### config.mk
export PLATFORM = sky130hd
export DESIGN_NAME = alu_seq_shifter
export DESIGN_NICKNAME = d
export VERILOG_FILES = /design/src/rtl/alu_seq_shifter_pkg.sv /design/src/rtl/alu_seq_shifter_step.sv /design/src/rtl/alu_seq_shifter.sv
export SDC_FILE = /design/constraint.sdc
export NUM_CORES = 1
export LEC_CHECK = 0
export BUFFER_PORTS_ARGS = -buffer_cell sky130_fd_sc_hd__buf_2
export CORE_AREA = 3 3 97 99
export DETAILED_ROUTE_END_ITERATION = 10
export DIE_AREA = 0 0 100 102
export PLACE_DENSITY = 0.57
export SYNTH_ARGS = -nofsm -noshare
export SYNTH_HDL_FRONTEND = slang
export SYNTH_SLANG_ARGS = --single-unit
### constraint.sdc
create_clock -name clk -period 4.1 [get_ports clk]
set_input_delay 0.615 -clock clk [delete_from_list [all_inputs] [get_ports clk]]
set_output_delay 0.615 -clock clk [all_outputs]
set_load 0.02 [all_outputs]
### src/rtl/alu_seq_shifter_pkg.sv
// ---------------------------------------------------------------------------
// alu_seq_shifter_pkg
// Shared types for the sequential shift/rotate unit: the ALU opcode
// enumeration, the shifter FSM states, flag bit positions and opcode
// classification helpers.
// ---------------------------------------------------------------------------
package alu_seq_shifter_pkg;

   typedef enum logic [5:0] {
      ALU_NOP = 6'd0,
      ALU_ADD = 6'd1,
      ALU_SUB = 6'd2,
      ALU_AND = 6'd3,
      ALU_OR  = 6'd4,
      ALU_XOR = 6'd5,
      ALU_NOT = 6'd6,
      ALU_SHL = 6'd7,
      ALU_SHR = 6'd8,
      ALU_SAL = 6'd9,
      ALU_SAR = 6'd10,
      ALU_ROL = 6'd11,
      ALU_ROR = 6'd12,
      ALU_CMP = 6'd13,
      ALU_MOV = 6'd14
   } alu_op_e;

   typedef enum logic [1:0] {
      SH_IDLE,
      SH_BUSY,
      SH_DONE
   } shifter_state_e;

   localparam int FLAG_C = 0;
   localparam int FLAG_Z = 1;
   localparam int FLAG_S = 2;
   localparam int FLAG_V = 3;

   // True for every opcode this unit executes; anything else is op_err.
   function automatic logic is_shift_op(alu_op_e op);
      case (op)
         ALU_SHL, ALU_SHR, ALU_SAL, ALU_SAR, ALU_ROL, ALU_ROR: return 1'b1;
         default:                                              return 1'b0;
      endcase
   endfunction

   // Only the left arithmetic/logical shifts report overflow.
   function automatic logic is_left_shift_op(alu_op_e op);
      return (op == ALU_SHL) || (op == ALU_SAL);
   endfunction

endpackage

### src/rtl/alu_seq_shifter_step.sv
// ---------------------------------------------------------------------------
// alu_seq_shifter_step
// Combinational single step of the shifter: moves value by k bits
// (0..STEP) in the direction/fill selected by op and reports the last bit
// shifted or rotated out.
//   value   in  WIDTH  pre-step value
//   op      in  6      alu_op_e opcode
//   k       in  K_W    step size, 0..STEP
//   shifted out WIDTH  post-step value
//   carry   out 1      last bit moved out (0 when k=0)
// ---------------------------------------------------------------------------
module alu_seq_shifter_step
   import alu_seq_shifter_pkg::*;
#(
   parameter int WIDTH = 16,
   parameter int STEP  = 1,
   parameter int K_W   = $clog2(STEP + 1)
) (
   input  logic [WIDTH-1:0] value,
   input  alu_op_e          op,
   input  logic [K_W-1:0]   k,
   output logic [WIDTH-1:0] shifted,
   output logic             carry
);

   // One guard bit beyond each end catches the last bit shifted out:
   // bit WIDTH after a left shift is value[WIDTH-k], bit 0 after a right
   // shift is value[k-1]; both are zero when k=0.
   logic [WIDTH:0]   left_ext;
   logic [WIDTH:0]   right_ext;
   logic [WIDTH:0]   sar_ext;
   logic [WIDTH-1:0] rol_val;
   logic [WIDTH-1:0] ror_val;
   int               k_int;

   always_comb begin
      k_int     = int'(k);
      left_ext  = {1'b0, value} << k_int;
      right_ext = {value, 1'b0} >> k_int;
      sar_ext   = $signed({value, 1'b0}) >>> k_int;
      // A shift by WIDTH yields zero, so k=0 leaves the rotates as identity.
      rol_val   = (value << k_int) | (value >> (WIDTH - k_int));
      ror_val   = (value >> k_int) | (value << (WIDTH - k_int));
   end

   always_comb begin
      shifted = value;
      carry   = 1'b0;
      case (op)
         ALU_SHL, ALU_SAL: begin
            shifted = left_ext[WIDTH-1:0];
            carry   = left_ext[WIDTH];
         end
         ALU_SHR: begin
            shifted = right_ext[WIDTH:1];
            carry   = right_ext[0];
         end
         ALU_SAR: begin
            shifted = sar_ext[WIDTH:1];
            carry   = sar_ext[0];
         end
         ALU_ROL: begin
            shifted = rol_val;
            carry   = left_ext[WIDTH];
         end
         ALU_ROR: begin
            shifted = ror_val;
            carry   = right_ext[0];
         end
         default: begin
            shifted = value;
            carry   = 1'b0;
         end
      endcase
   end

endmodule

### src/rtl/alu_seq_shifter.sv
// ---------------------------------------------------------------------------
// alu_seq_shifter
// Multi-cycle shift/rotate unit (SHL/SHR/SAL/SAR/ROL/ROR by a variable
// amount, at most STEP bits per cycle) with valid/ready on both sides.
//   clk       in  1      clock
//   rst_n     in  1      asynchronous active-low reset
//   flush     in  1      abort to IDLE (only with ALU_SEQ_SHIFTER_FLUSH_EN)
//   in_valid  in  1      request valid
//   in_ready  out 1      unit can accept a request
//   op        in  6      alu_op_e opcode
//   a         in  WIDTH  operand
//   amt       in  AMT_W  shift amount, 0..WIDTH-1
//   out_valid out 1      result valid
//   out_ready in  1      consumer accepts result
//   result    out WIDTH  shifted/rotated value
//   flags     out 4      {V,S,Z,C}
//   op_err    out 1      last op was not a shift/rotate
// Optional feature macro: ALU_SEQ_SHIFTER_FLUSH_EN (adds the flush port).
// ---------------------------------------------------------------------------
module alu_seq_shifter
   import alu_seq_shifter_pkg::*;
#(
   parameter int WIDTH = 16,
   parameter int STEP  = 1,
   parameter int AMT_W = $clog2(WIDTH)
) (
   input  logic             clk,
   input  logic             rst_n,
`ifdef ALU_SEQ_SHIFTER_FLUSH_EN
   input  logic             flush,
`endif
   input  logic             in_valid,
   output logic             in_ready,
   input  logic [5:0]       op,
   input  logic [WIDTH-1:0] a,
   input  logic [AMT_W-1:0] amt,
   output logic             out_valid,
   input  logic             out_ready,
   output logic [WIDTH-1:0] result,
   output logic [3:0]       flags,
   output logic             op_err
);

   localparam int K_W = $clog2(STEP + 1);

   shifter_state_e   state_reg, state_next;
   alu_op_e          op_reg;
   logic [WIDTH-1:0] a_reg;
   logic [WIDTH-1:0] val_reg;
   logic [AMT_W-1:0] rem_reg;
   logic [WIDTH-1:0] result_reg;
   logic [3:0]       flags_reg;
   logic             op_err_reg;

   logic             flush_i;
   logic             accept;
   alu_op_e          op_in;
   logic             legal_in;
   logic             zero_path;
   logic [AMT_W:0]   k_full;
   logic [K_W-1:0]   step_k;
   logic             last_step;
   logic [WIDTH-1:0] step_out;
   logic             step_carry;
   logic [3:0]       busy_flags;
   logic [3:0]       pass_flags;

`ifdef ALU_SEQ_SHIFTER_FLUSH_EN
   assign flush_i = flush;
`else
   assign flush_i = 1'b0;
`endif

   assign op_in     = alu_op_e'(op);
   assign legal_in  = is_shift_op(op_in);
   assign accept    = in_valid && in_ready;
   // Zero amounts and illegal opcodes skip BUSY and pass the operand through.
   assign zero_path = !legal_in || (amt == '0);

   // Step size is the remaining count, capped at STEP.
   always_comb begin
      if ({1'b0, rem_reg} < (AMT_W + 1)'(STEP)) begin
         k_full = {1'b0, rem_reg};
      end else begin
         k_full = (AMT_W + 1)'(STEP);
      end
   end

   assign step_k    = K_W'(k_full);
   assign last_step = (state_reg == SH_BUSY) && (rem_reg == AMT_W'(k_full));

   alu_seq_shifter_step #(
      .WIDTH (WIDTH),
      .STEP  (STEP),
      .K_W   (K_W)
   ) u_step (
      .value   (val_reg),
      .op      (op_reg),
      .k       (step_k),
      .shifted (step_out),
      .carry   (step_carry)
   );

   // V compares the final sign against the original operand's sign.
   always_comb begin
      busy_flags         = '0;
      busy_flags[FLAG_C] = step_carry;
      busy_flags[FLAG_Z] = (step_out == '0);
      busy_flags[FLAG_S] = step_out[WIDTH-1];
      busy_flags[FLAG_V] = is_left_shift_op(op_reg) && (step_out[WIDTH-1] != a_reg[WIDTH-1]);
      pass_flags         = '0;
      pass_flags[FLAG_Z] = (a == '0);
      pass_flags[FLAG_S] = a[WIDTH-1];
   end

   // State register
   always_ff @(posedge clk or negedge rst_n) begin
      if (!rst_n) begin
         state_reg <= SH_IDLE;
      end else begin
         state_reg <= state_next;
      end
   end

   // Next-state logic
   always_comb begin
      state_next = state_reg;
      case (state_reg)
         SH_IDLE: if (accept)    state_next = zero_path ? SH_DONE : SH_BUSY;
         SH_BUSY: if (last_step) state_next = SH_DONE;
         SH_DONE: if (out_ready) state_next = SH_IDLE;
         default:                state_next = SH_IDLE;
      endcase
      if (flush_i) begin
         state_next = SH_IDLE;
      end
   end

   // Outputs
   always_comb begin
      in_ready  = (state_reg == SH_IDLE) && !flush_i;
      out_valid = (state_reg == SH_DONE);
   end

   assign result = result_reg;
   assign flags  = flags_reg;
   assign op_err = op_err_reg;

   // Datapath; result/flags/op_err only change when an op completes, so they
   // stay put through DONE and across a flush.
   always_ff @(posedge clk or negedge rst_n) begin
      if (!rst_n) begin
         op_reg     <= ALU_NOP;
         a_reg      <= '0;
         val_reg    <= '0;
         rem_reg    <= '0;
         result_reg <= '0;
         flags_reg  <= '0;
         op_err_reg <= 1'b0;
      end else begin
         if (accept) begin
            op_reg  <= op_in;
            a_reg   <= a;
            val_reg <= a;
            rem_reg <= zero_path ? '0 : amt;
            if (zero_path) begin
               result_reg <= a;
               flags_reg  <= pass_flags;
               op_err_reg <= !legal_in;
            end
         end else if ((state_reg == SH_BUSY) && !flush_i) begin
            val_reg <= step_out;
            rem_reg <= rem_reg - AMT_W'(k_full);
            if (last_step) begin
               result_reg <= step_out;
               flags_reg  <= busy_flags;
               op_err_reg <= 1'b0;
            end
         end
      end
   end

endmodule

==> impl_metrics.tcl, run 1 <==
set metrics [dict create \
    outcome "finished clean" \
    rr_worst_depth 9 \
    seqPwrFrac_pct 42.6 \
    wl_per_cell_um 16.2 \
    post_cts_resized 0 \
    root_buffer "clkbuf_8" \
    cp_cell_sequence "or4_1 -> buf_4 -> nand2b_1 -> ha_1 -> nor3b_1 -> and2_1 -> o31ai_4 -> buf_4 -> mux2_2" \
    cts_buffers 5 \
    internal_power_mw 1.16 \
    ys_ff_latch 49 \
    synthCells 302 \
    hold_viol_final 0 \
    r2r_slack_ps 1270 \
    switchingPower_mw 0.899 \
    nets 379 \
    cp_common_cell "buf_4" \
    post-place-ws_ps 1260 \
    setup_viol 0 \
    cp-start-kind "flop" \
    cpPeakStageDelay_ps 510 \
    hold_depth 2 \
    required_ps 4300 \
    switching_share_pct 43.6 \
    finalWirelength_um 7390 \
    ys_types 59 \
    largest_register_ffs 16 \
    max_freq_ghz 0.353 \
    pwr-share-clk_pct 13.7 \
    area_delta_synth_final_pct 14.5 \
    cp-startpoint "rem_reg[2]$_DFFE_PN0P_" \
    portBuffers 52 \
    drcViolationCount 0 \
    io_pins 53 \
    fin_crit_ps 2830 \
    htree_levels 2 \
    drt_iter0_drc 233 \
    min_period_over_period_pct 69.0 \
    combPwrFrac_pct 43.7 \
    firstDrtPassIters 4 \
    die_h_um 102 \
    syn-num-nets 334 \
    maxCapViolCount 0 \
    die_area_um2 10200 \
    diodes 0 \
    min_from "result[1]$_DFFE_PN0P_" \
    drive_gt1_share_pct 25.3 \
    hp-class "flop to flop" \
    cp_max_fo 22 \
    synth_area_leader_cell "dfrtp_1" \
    final-max-slew-violation-count 0 \
    num_rows 34 \
    n_fill_cell 929 \
    seq_area_um2 1230 \
    ys_seq_area_share_pct 43.0 \
    cts.path.max_buffers 2 \
    vias 2493 \
    cts_sinks 49 \
    yosys-top-cells-area "dfrtp_1 43%, nand2_1 7.1%, o31ai_1 5.0%" \
    cts_tree "built" \
    fin_cells 456 \
    hpwl_um 5350 \
    ys_warn_count 0 \
    tns_ps 0 \
    syn_area_per_cell_um2 9.44 \
    multiInputGateArea_um2 1500 \
    reg2reg_from "rem_reg[2]$_DFFE_PN0P_" \
    slowest_stage "or4_1" \
    p_leak_nw 1.44 \
    antenna_left 0 \
    grt-ovfl-total 0 \
    hold_buffers 0 \
    yosys.area.top_type_share_pct 43.0 \
    clk_pin_slew_ps 90 \
    slew_headroom_pct 25.2 \
    cp.arrival_ps 3030 \
    vias_per_cell 5.47 \
    coreArea_um2 8640 \
    dpl.cell_count 448 \
    synth_edf_count 0 \
    ir_worst_vdd_uv 179 \
    r2r-end "result[7]$_DFFE_PN0P_" \
    skew_ps 3.63 \
    async_reset_ff_share_pct 100 \
    yosys_most_used_dff "dfrtp_1" \
    worst_pin_slew_ps 1120 \
    grt_usage_pct 15.0 \
    grt_antenna_before_repair 0 \
    first_global_vias 2356 \
    min_to "result[1]$_DFFE_PN0P_" \
    fp.dieW_um 100 \
    grt_pass1_wl_um 12400 \
    grt_max_degree 50 \
    cp-end-kind "flop" \
    postCtsSetupBuffers 0 \
    powerDensity_nw_per_um2 631 \
    path_class "flop to flop" \
    gp_congestion 0.897 \
    fin_ws_ps 1270 \
    clk_latency_ps 300 \
    rsz0062_at_grt "no" \
    start_util_pct 33.0 \
    netlist_area_um2 2850 \
]
## Yosys cell counts (all sizes together) (2+ instances only)
| cell type | count |
|---|---|
| a21boi | 2 |
| a21oi | 8 |
| a221oi | 12 |
| a22o | 14 |
| a22oi | 2 |
| and2 | 3 |
| buf | 12 |
| clkbuf | 8 |
| dfrtp | 49 |
| ha | 2 |
| inv | 5 |
| mux2 | 10 |
| mux2i | 2 |
| nand2 | 54 |
| nand2b | 3 |
| nand3 | 2 |
| nor2 | 31 |
| nor2b | 3 |
| nor3 | 5 |
| nor3b | 2 |
| nor4 | 9 |
| o21a | 2 |
| o21ai | 14 |
| o22ai | 5 |
| o31ai | 21 |
| or4 | 2 |
## layer usage
layer / GRT usage, % / routed length [um]
met4: 3.63 / 80
met2: 23.3 / 3440
met1: 21.8 / 3480
met3: 2.66 / 384
met5: 0 / 0
## metrics by stage
stage | cell area (um^2) | hold WS, ps | utilization [%] | power [mW]
global route | 3270 | 511 | 37.8 | 2.23
floorplan | 2850 | 319 | - | 1.51
detailed placement | 3190 | 463 | 36.9 | 1.79
global placement | 3190 | 458 | 36.9 | 1.78
CTS | 3270 | 484 | 37.8 | 2.08
finish | 3270 | 474 | 37.8 | 2.06
## critical path: cells and delay by family, from the launching register on
kind | cells | cell delay [ps]
simple gates | 4 | 1200
compound gates | 1 | 140
mux | 1 | 300
buf+inv | 2 | 490
flops | 1 | 430
fa+ha+maj | 1 | 140
## power groups by stage
stage               sequential [mW]  combinational, mW  clock [mW]
floorplan                     0.926              0.589           0
global placement              0.879              0.900           0
detailed placement            0.883              0.909           0
CTS                           0.876              0.912       0.292
global route                  0.917              0.999       0.315
finish                        0.878              0.902       0.282
## layout by cell type (no fill, tap or decap), drive strengths merged, types with 3 or more instances in the layout
| master | n |
|---|---|
| a22o | 14 |
| nand2 | 54 |
| and2 | 3 |
| nor2b | 3 |
| o22ai | 5 |
| a21oi | 8 |
| clkbuf | 8 |
| nor2 | 31 |
| inv | 5 |
| o21ai | 14 |
| o31ai | 21 |
| nand2b | 3 |
| mux2 | 10 |
| nor4 | 9 |
| buf | 58 |
| dfrtp | 49 |
| nor3 | 5 |
| a221oi | 12 |
## worst max-delay path by stage
stage	slack [ps]	cells past startpoint	end
3_3_place_gp	1330	9	result[14]$_DFFE_PN0P_
5_1_grt	1030	9	result[13]$_DFFE_PN0P_
6_report	1270	9	result[7]$_DFFE_PN0P_
2_1_floorplan	1210	10	result[12]$_DFFE_PN0P_
3_5_place_dp	1260	9	result[7]$_DFFE_PN0P_
4_1_cts	1250	9	result[7]$_DFFE_PN0P_
## cells by family (layout without fill, tap and decap cells)
logic type / after synthesis / in the layout / synth area share, %
buffers and inverters: 25 / 71 / 4.39
flip-flops: 49 / 49 / 43.0
multiplexers: 12 / 12 / 4.65
AO/OA/AOI/OAI: 93 / 93 / 27.2
adder cells (fa/ha/maj): 2 / 2 / 0.877
AND/OR/NAND/NOR: 120 / 120 / 19.6
XOR/XNOR: 1 / 1 / 0.307
## area by class of cell
type | count | share of cell area, %
Timing Repair Buffer | 58 | 9.35
Multi-Input combinational cell | 228 | 45.9
Tap cell | 108 | 4.14
Clock buffer | 8 | 2.45
Sequential cell | 49 | 37.5
Inverter | 5 | 0.575
Note: power is estimated with default switching activity, not from simulation.
==> inputs of run 2 (changes only) <==
Settings changed: PLACE_DENSITY 0.57 to 0.58.
Clock period 4.1 ns to 2.4 ns, I/O delays scaled along.
==> run 2 against run 1 <==
Against the previous run:
- via count increased by 8.4%
- critical endpoint is now result[11]$_DFFE_PN0P_
- the run now ends with hold timing left
- largest power group unchanged
- final cell count increased by 6.1%
- clock skew increased by 2.7 ps
- critical path depth unchanged
- register-to-register slack got worse by 1200 ps
- sequential share of layout area decreased by 3.5 points
- count of clock-buffer cells in the layout decreased by 2
- critical path type unchanged
==> impl_metrics.tcl, run 2 (synthesis results as in run 1) <==
set metrics [dict create \
    clk_pin_slew_ps 90 \
    place_area_um2 3390 \
    r2r_slack_ps 80 \
    setup_viol 0 \
    combPwrFrac_pct 45.2 \
    switchingPower_mw 1.62 \
    skew_ps 6.31 \
    drive_gt1_share_pct 33.5 \
    cts_tree "built" \
    antenna_left 0 \
    num_rows 34 \
    worst_pin_slew_ps 708 \
    cts_buffers 5 \
    start_util_pct 33.0 \
    grt-ovfl-total 0 \
    largest_register_ffs 16 \
    drt_iter0_drc 237 \
    path_class "flop to flop" \
    slew_headroom_pct 52.8 \
    grt_antenna_before_repair 0 \
    grt_max_degree 31 \
    htree_levels 2 \
    hp-class "input pin to async pin" \
    maxCapViolCount 0 \
    pwr-share-clk_pct 16.0 \
    switching_share_pct 42.1 \
    cp-start-kind "flop" \
    fin_crit_ps 2320 \
    min_period_over_period_pct 96.7 \
    wl_per_cell_um 17.0 \
    internal_power_mw 2.23 \
    required_ps 2590 \
    first_global_vias 2561 \
    finalWirelength_um 8210 \
    nets 407 \
    vias 2703 \
    fin_area_um2 3600 \
    portBuffers 52 \
    seqPwrFrac_pct 38.8 \
    grt_usage_pct 15.8 \
    die_area_um2 10200 \
    powerDensity_nw_per_um2 1070 \
    final-max-slew-violation-count 0 \
    violations "hold timing" \
    outcome "complete, but fails checks" \
    firstDrtPassIters 6 \
    cts.path.max_buffers 2 \
    grt_pass1_wl_um 13000 \
    reg2reg_from "rem_reg[3]$_DFFE_PN0P_" \
    cts_sinks 49 \
    clk_latency_ps 300 \
    cp_max_fo 7 \
    area_delta_synth_final_pct 26.2 \
    vias_per_cell 5.58 \
    slowest_stage "or4_4" \
    hold_slack_ps -11.0 \
    rr_worst_depth 9 \
    fin_util_pct 41.7 \
    p_leak_nw 1.61 \
    fp.dieW_um 100 \
    mostFrequentLayoutCells "53 x nand2_1, 52 x buf_2, 49 x dfrtp_1" \
    io_pins 53 \
    cpPeakStageDelay_ps 560 \
    max_freq_ghz 0.431 \
    coreArea_um2 8640 \
    r2r-end "result[11]$_DFFE_PN0P_" \
    root_buffer "clkbuf_8" \
    hpwl_um 5680 \
    cp.arrival_ps 2510 \
    cp_cell_sequence "or4_4 -> nand2b_4 -> ha_4 -> nor3b_4 -> buf_4 -> nand2_1 -> nand2_4 -> o31ai_4 -> mux2_2" \
    rsz0062_at_grt "yes" \
    diodes 0 \
    drcViolationCount 0 \
    final_common_cell "nand2_1" \
    gp_congestion 0.794 \
    hold_viol_final 17 \
    ir_worst_vdd_uv 408 \
    tns_ps 0 \
    die_h_um 102 \
    cp-end-kind "flop" \
]
[run 2: final cells by class]
type,instances,area (um^2)
clock buffers,6,82.6
multi-input cells,231,1610
inverters,5,18.8
well taps,108,135
repair buffers,83,493
flip-flops and latches,49,1230
clock inverters,2,37.5
fillers,897,5040
[run 2: worst max-delay path by stage]
stage,start,endpoint,slack (ps),cells past startpoint
2_1_floorplan,rem_reg[3]$_DFFE_PN0P_,result[12]$_DFFE_PN0P_,-60,11
3_3_place_gp,op[1],result[10]$_DFFE_PN0P_,-170,6
3_5_place_dp,op[1],result[11]$_DFFE_PN0P_,-230,6
4_1_cts,rem_reg[3]$_DFFE_PN0P_,result[11]$_DFFE_PN0P_,2,9
5_1_grt,op_reg[5]$_DFFE_PN0P_,result[7]$_DFFE_PN0P_,-5,6
6_report,rem_reg[3]$_DFFE_PN0P_,result[11]$_DFFE_PN0P_,80,9
[run 2: power by group through the flow]
stage	combinational, mW	sequential, mW	clock [mW]
global placement	1.66	1.48	0
finish	1.74	1.50	0.619
CTS	1.70	1.48	0.637
global route	1.93	1.54	0.667
detailed placement	1.69	1.49	0
floorplan	1.06	1.58	0
[run 2: per-stage QoR]
step / setup WS [ps] / hold slack, ps / cells / total power [mW]
after floorplan: -55.7 / 64.4 / 302 / 2.65
after global placement: -172 / 328 / 471 / 3.14
after detailed placement: -228 / 338 / 471 / 3.18
after CTS: 1.73 / 1.09 / 480 / 3.82
after global routing: -5.41 / 16.7 / 484 / 4.14
final: 79.6 / -11.0 / 484 / 3.86
[run 2: critical path, delay by kind of cell, from the launching register on]
kind / cells / cell delay, ps
adder cells (fa/ha/maj): 1 / 110
buffers and inverters: 1 / 140
multiplexers: 1 / 310
flip-flops: 1 / 390
AO/OA/AOI/OAI: 1 / 170
AND/OR/NAND/NOR: 5 / 1080
[run 2: layer usage]
metal  GRT usage [%]  up-vias  share of wire (%)  wire, um
li1                -     1285                  -         -
met1            22.2     1320                 46      3810
met2            25.4       86                 48      3930
met3            2.80       12                4.7       384
met4            3.83        0                1.0        83
met5               0        -                  0         0
[run 2: timing repair]
action	in CTS	in global routing
buffers inserted	0	2
gates cloned	1	2
pin swaps	1	0
hold buffers	0	0
endpoints found under the setup margin	18	19
gates resized for setup	0	5
==> inputs of run 3 (changes only) <==
Settings changed: PLACE_DENSITY 0.58 to 0.57.
Clock period 2.4 ns to 2.6 ns, I/O delays scaled along.
==> run 3 against run 2 <==
Against the previous run:
- the flow now finishes without violations
- combinational power fell by 15%
- largest cell class unchanged
- non-clock buffer count fell by 11
- fmax fell by 3.7%
- clock skew barely moved
- total power fell by 12%
- critical path type unchanged
- die area did not move
- largest power group unchanged
==> impl_metrics.tcl, run 3 (synthesis results as in run 1) <==
set metrics [dict create \
    combPwrFrac_pct 43.4 \
    cp_max_fo 7 \
    rsz0062_at_grt "no" \
    cp-startpoint "rem_reg[2]$_DFFE_PN0P_" \
    hp-class "input pin to async pin" \
    power_mw 3.40 \
    switching_share_pct 42.4 \
    r2r_slack_ps 190 \
    antenna_left 0 \
    cts.path.max_buffers 2 \
    outcome "finished clean" \
    postCtsSetupBuffers 0 \
    max_freq_ghz 0.415 \
    gp_congestion 0.834 \
    portBuffers 52 \
    cts_sinks 49 \
    hold_viol_final 0 \
    fin_crit_ps 2410 \
    slowest_stage "or4_1" \
    internal_power_mw 1.96 \
    first_global_vias 2520 \
    pwr-share-clk_pct 15.7 \
    cp.arrival_ps 2610 \
    diodes 0 \
    wl_per_cell_um 16.5 \
    nets 395 \
    final_common_cell "nand2_1" \
    rr_worst_depth 9 \
    hold_slack_ps 5.85 \
    grt_pass1_wl_um 12600 \
    largest_register_ffs 16 \
    num_rows 34 \
    skew_ps 6.27 \
    seqPwrFrac_pct 40.9 \
    drcViolationCount 0 \
    clk_pin_slew_ps 90 \
    firstDrtPassIters 4 \
    cp_cell_sequence "or4_1 -> nand2b_1 -> ha_1 -> nor3b_2 -> buf_4 -> nand2_1 -> nand2_2 -> o31ai_2 -> mux2_2" \
    root_buffer "clkbuf_8" \
    cp-start-kind "flop" \
    die_area_um2 10200 \
    cts_tree "built" \
    drt_iter0_drc 148 \
    hold_buffers 0 \
    maxCapViolCount 0 \
    grt_usage_pct 15.2 \
    mostFrequentLayoutCells "53 x nand2_1, 52 x buf_2, 49 x dfrtp_1" \
    coreArea_um2 8640 \
    required_ps 2800 \
    p_leak_nw 1.54 \
    drive_gt1_share_pct 29.8 \
    final-max-slew-violation-count 0 \
    cpPeakStageDelay_ps 530 \
    grt_max_degree 31 \
    area_delta_synth_final_pct 20.2 \
    htree_levels 2 \
    r2r-end "result[10]$_DFFE_PN0P_" \
    finalWirelength_um 7780 \
    setup_viol 0 \
    powerDensity_nw_per_um2 993 \
    hpwl_um 5610 \
    worst_pin_slew_ps 964 \
    slew_headroom_pct 35.3 \
    path_class "flop to flop" \
    fp.dieW_um 100 \
    io_pins 53 \
    n_fill_cell 890 \
    vias_per_cell 5.41 \
    multiInputGateArea_um2 1530 \
    clk_latency_ps 300 \
    reg2reg_from "rem_reg[2]$_DFFE_PN0P_" \
    switchingPower_mw 1.44 \
    vias 2548 \
    min_period_over_period_pct 92.7 \
    ir_worst_vdd_uv 342 \
    die_h_um 102 \
    seq_area_um2 1230 \
    cts_buffers 5 \
    grt-ovfl-total 0 \
    crit_path_end "result[10]$_DFFE_PN0P_" \
    grt_antenna_before_repair 0 \
    start_util_pct 33.0 \
    cp-end-kind "flop" \
]
==> run 3: power groups by stage <==
stage                     Clock, mW  Combinational, mW  Sequential (mW)
after global routing          0.577               1.64             1.44
after floorplan                   0              0.937             1.46
after CTS                     0.553               1.48             1.39
final                         0.534               1.48             1.39
after global placement            0               1.45             1.38
after detailed placement          0               1.48             1.39
==> run 3: worst min path at each step <==
stage                                          to  cells after the start
final                     val_reg[10]$_DFFE_PN0P_                      1
after global routing        result[4]$_DFFE_PN0P_                      1
after global placement     result[13]$_DFFE_PN0P_                      1
after detailed placement  val_reg[12]$_DFFE_PN0P_                      1
after CTS                   result[4]$_DFFE_PN0P_                      1
after floorplan             a_reg[15]$_DFFE_PN0P_                      0
==> run 3: final cells by class <==
class | count | share of cell area (%)
Sequential cell | 49 | 35.8
Timing Repair Buffer | 72 | 12.0
Multi-Input combinational cell | 230 | 44.7
Tap cell | 108 | 3.94
Clock inverter | 2 | 1.02
Clock buffer | 5 | 2.01
Inverter | 5 | 0.548
==> run 3: timing repair <==
action | CTS | global route
cloned | 1 | 1
resized for setup | 0 | 1
pin swaps | 1 | 0
setup endpoints to repair | 11 | 13
==> run 3: metal layers <==
layer | GRT usage [%] | share of wire [%] | up-vias
met5 | 0 | 0 | -
met3 | 2.59 | 5.4 | 4
met1 | 21.3 | 47 | 1224
met2 | 24.9 | 47 | 67
li1 | - | - | 1253
met4 | 2.80 | 0.82 | 0
==> run 3: worst max-delay path: cells and delay by family, from the launching register on <==
kind,cells,cell delay (ps)
DFF,1,390
adders and majority gates,1,140
AOI/OAI and AO/OA,1,230
muxes,1,330
and+or+nand+nor,5,1080
buffers and inverters,1,130
==> run 3: per-stage QoR <==
| step | area, um^2 | setup slack, ps | utilization [%] | setup TNS, ps | std cells |
|---|---|---|---|---|---|
| after detailed placement | 3300 | -94.5 | 38.2 | -852 | 462 |
| after global placement | 3300 | -31.4 | 38.2 | -309 | 462 |
| after CTS | 3410 | 110 | 39.5 | 0 | 470 |
| final | 3430 | 190 | 39.7 | 0 | 471 |
| after global routing | 3430 | 7.67 | 39.7 | 0 | 471 |
| after floorplan | 2860 | 16.6 | - | 0 | 302 |
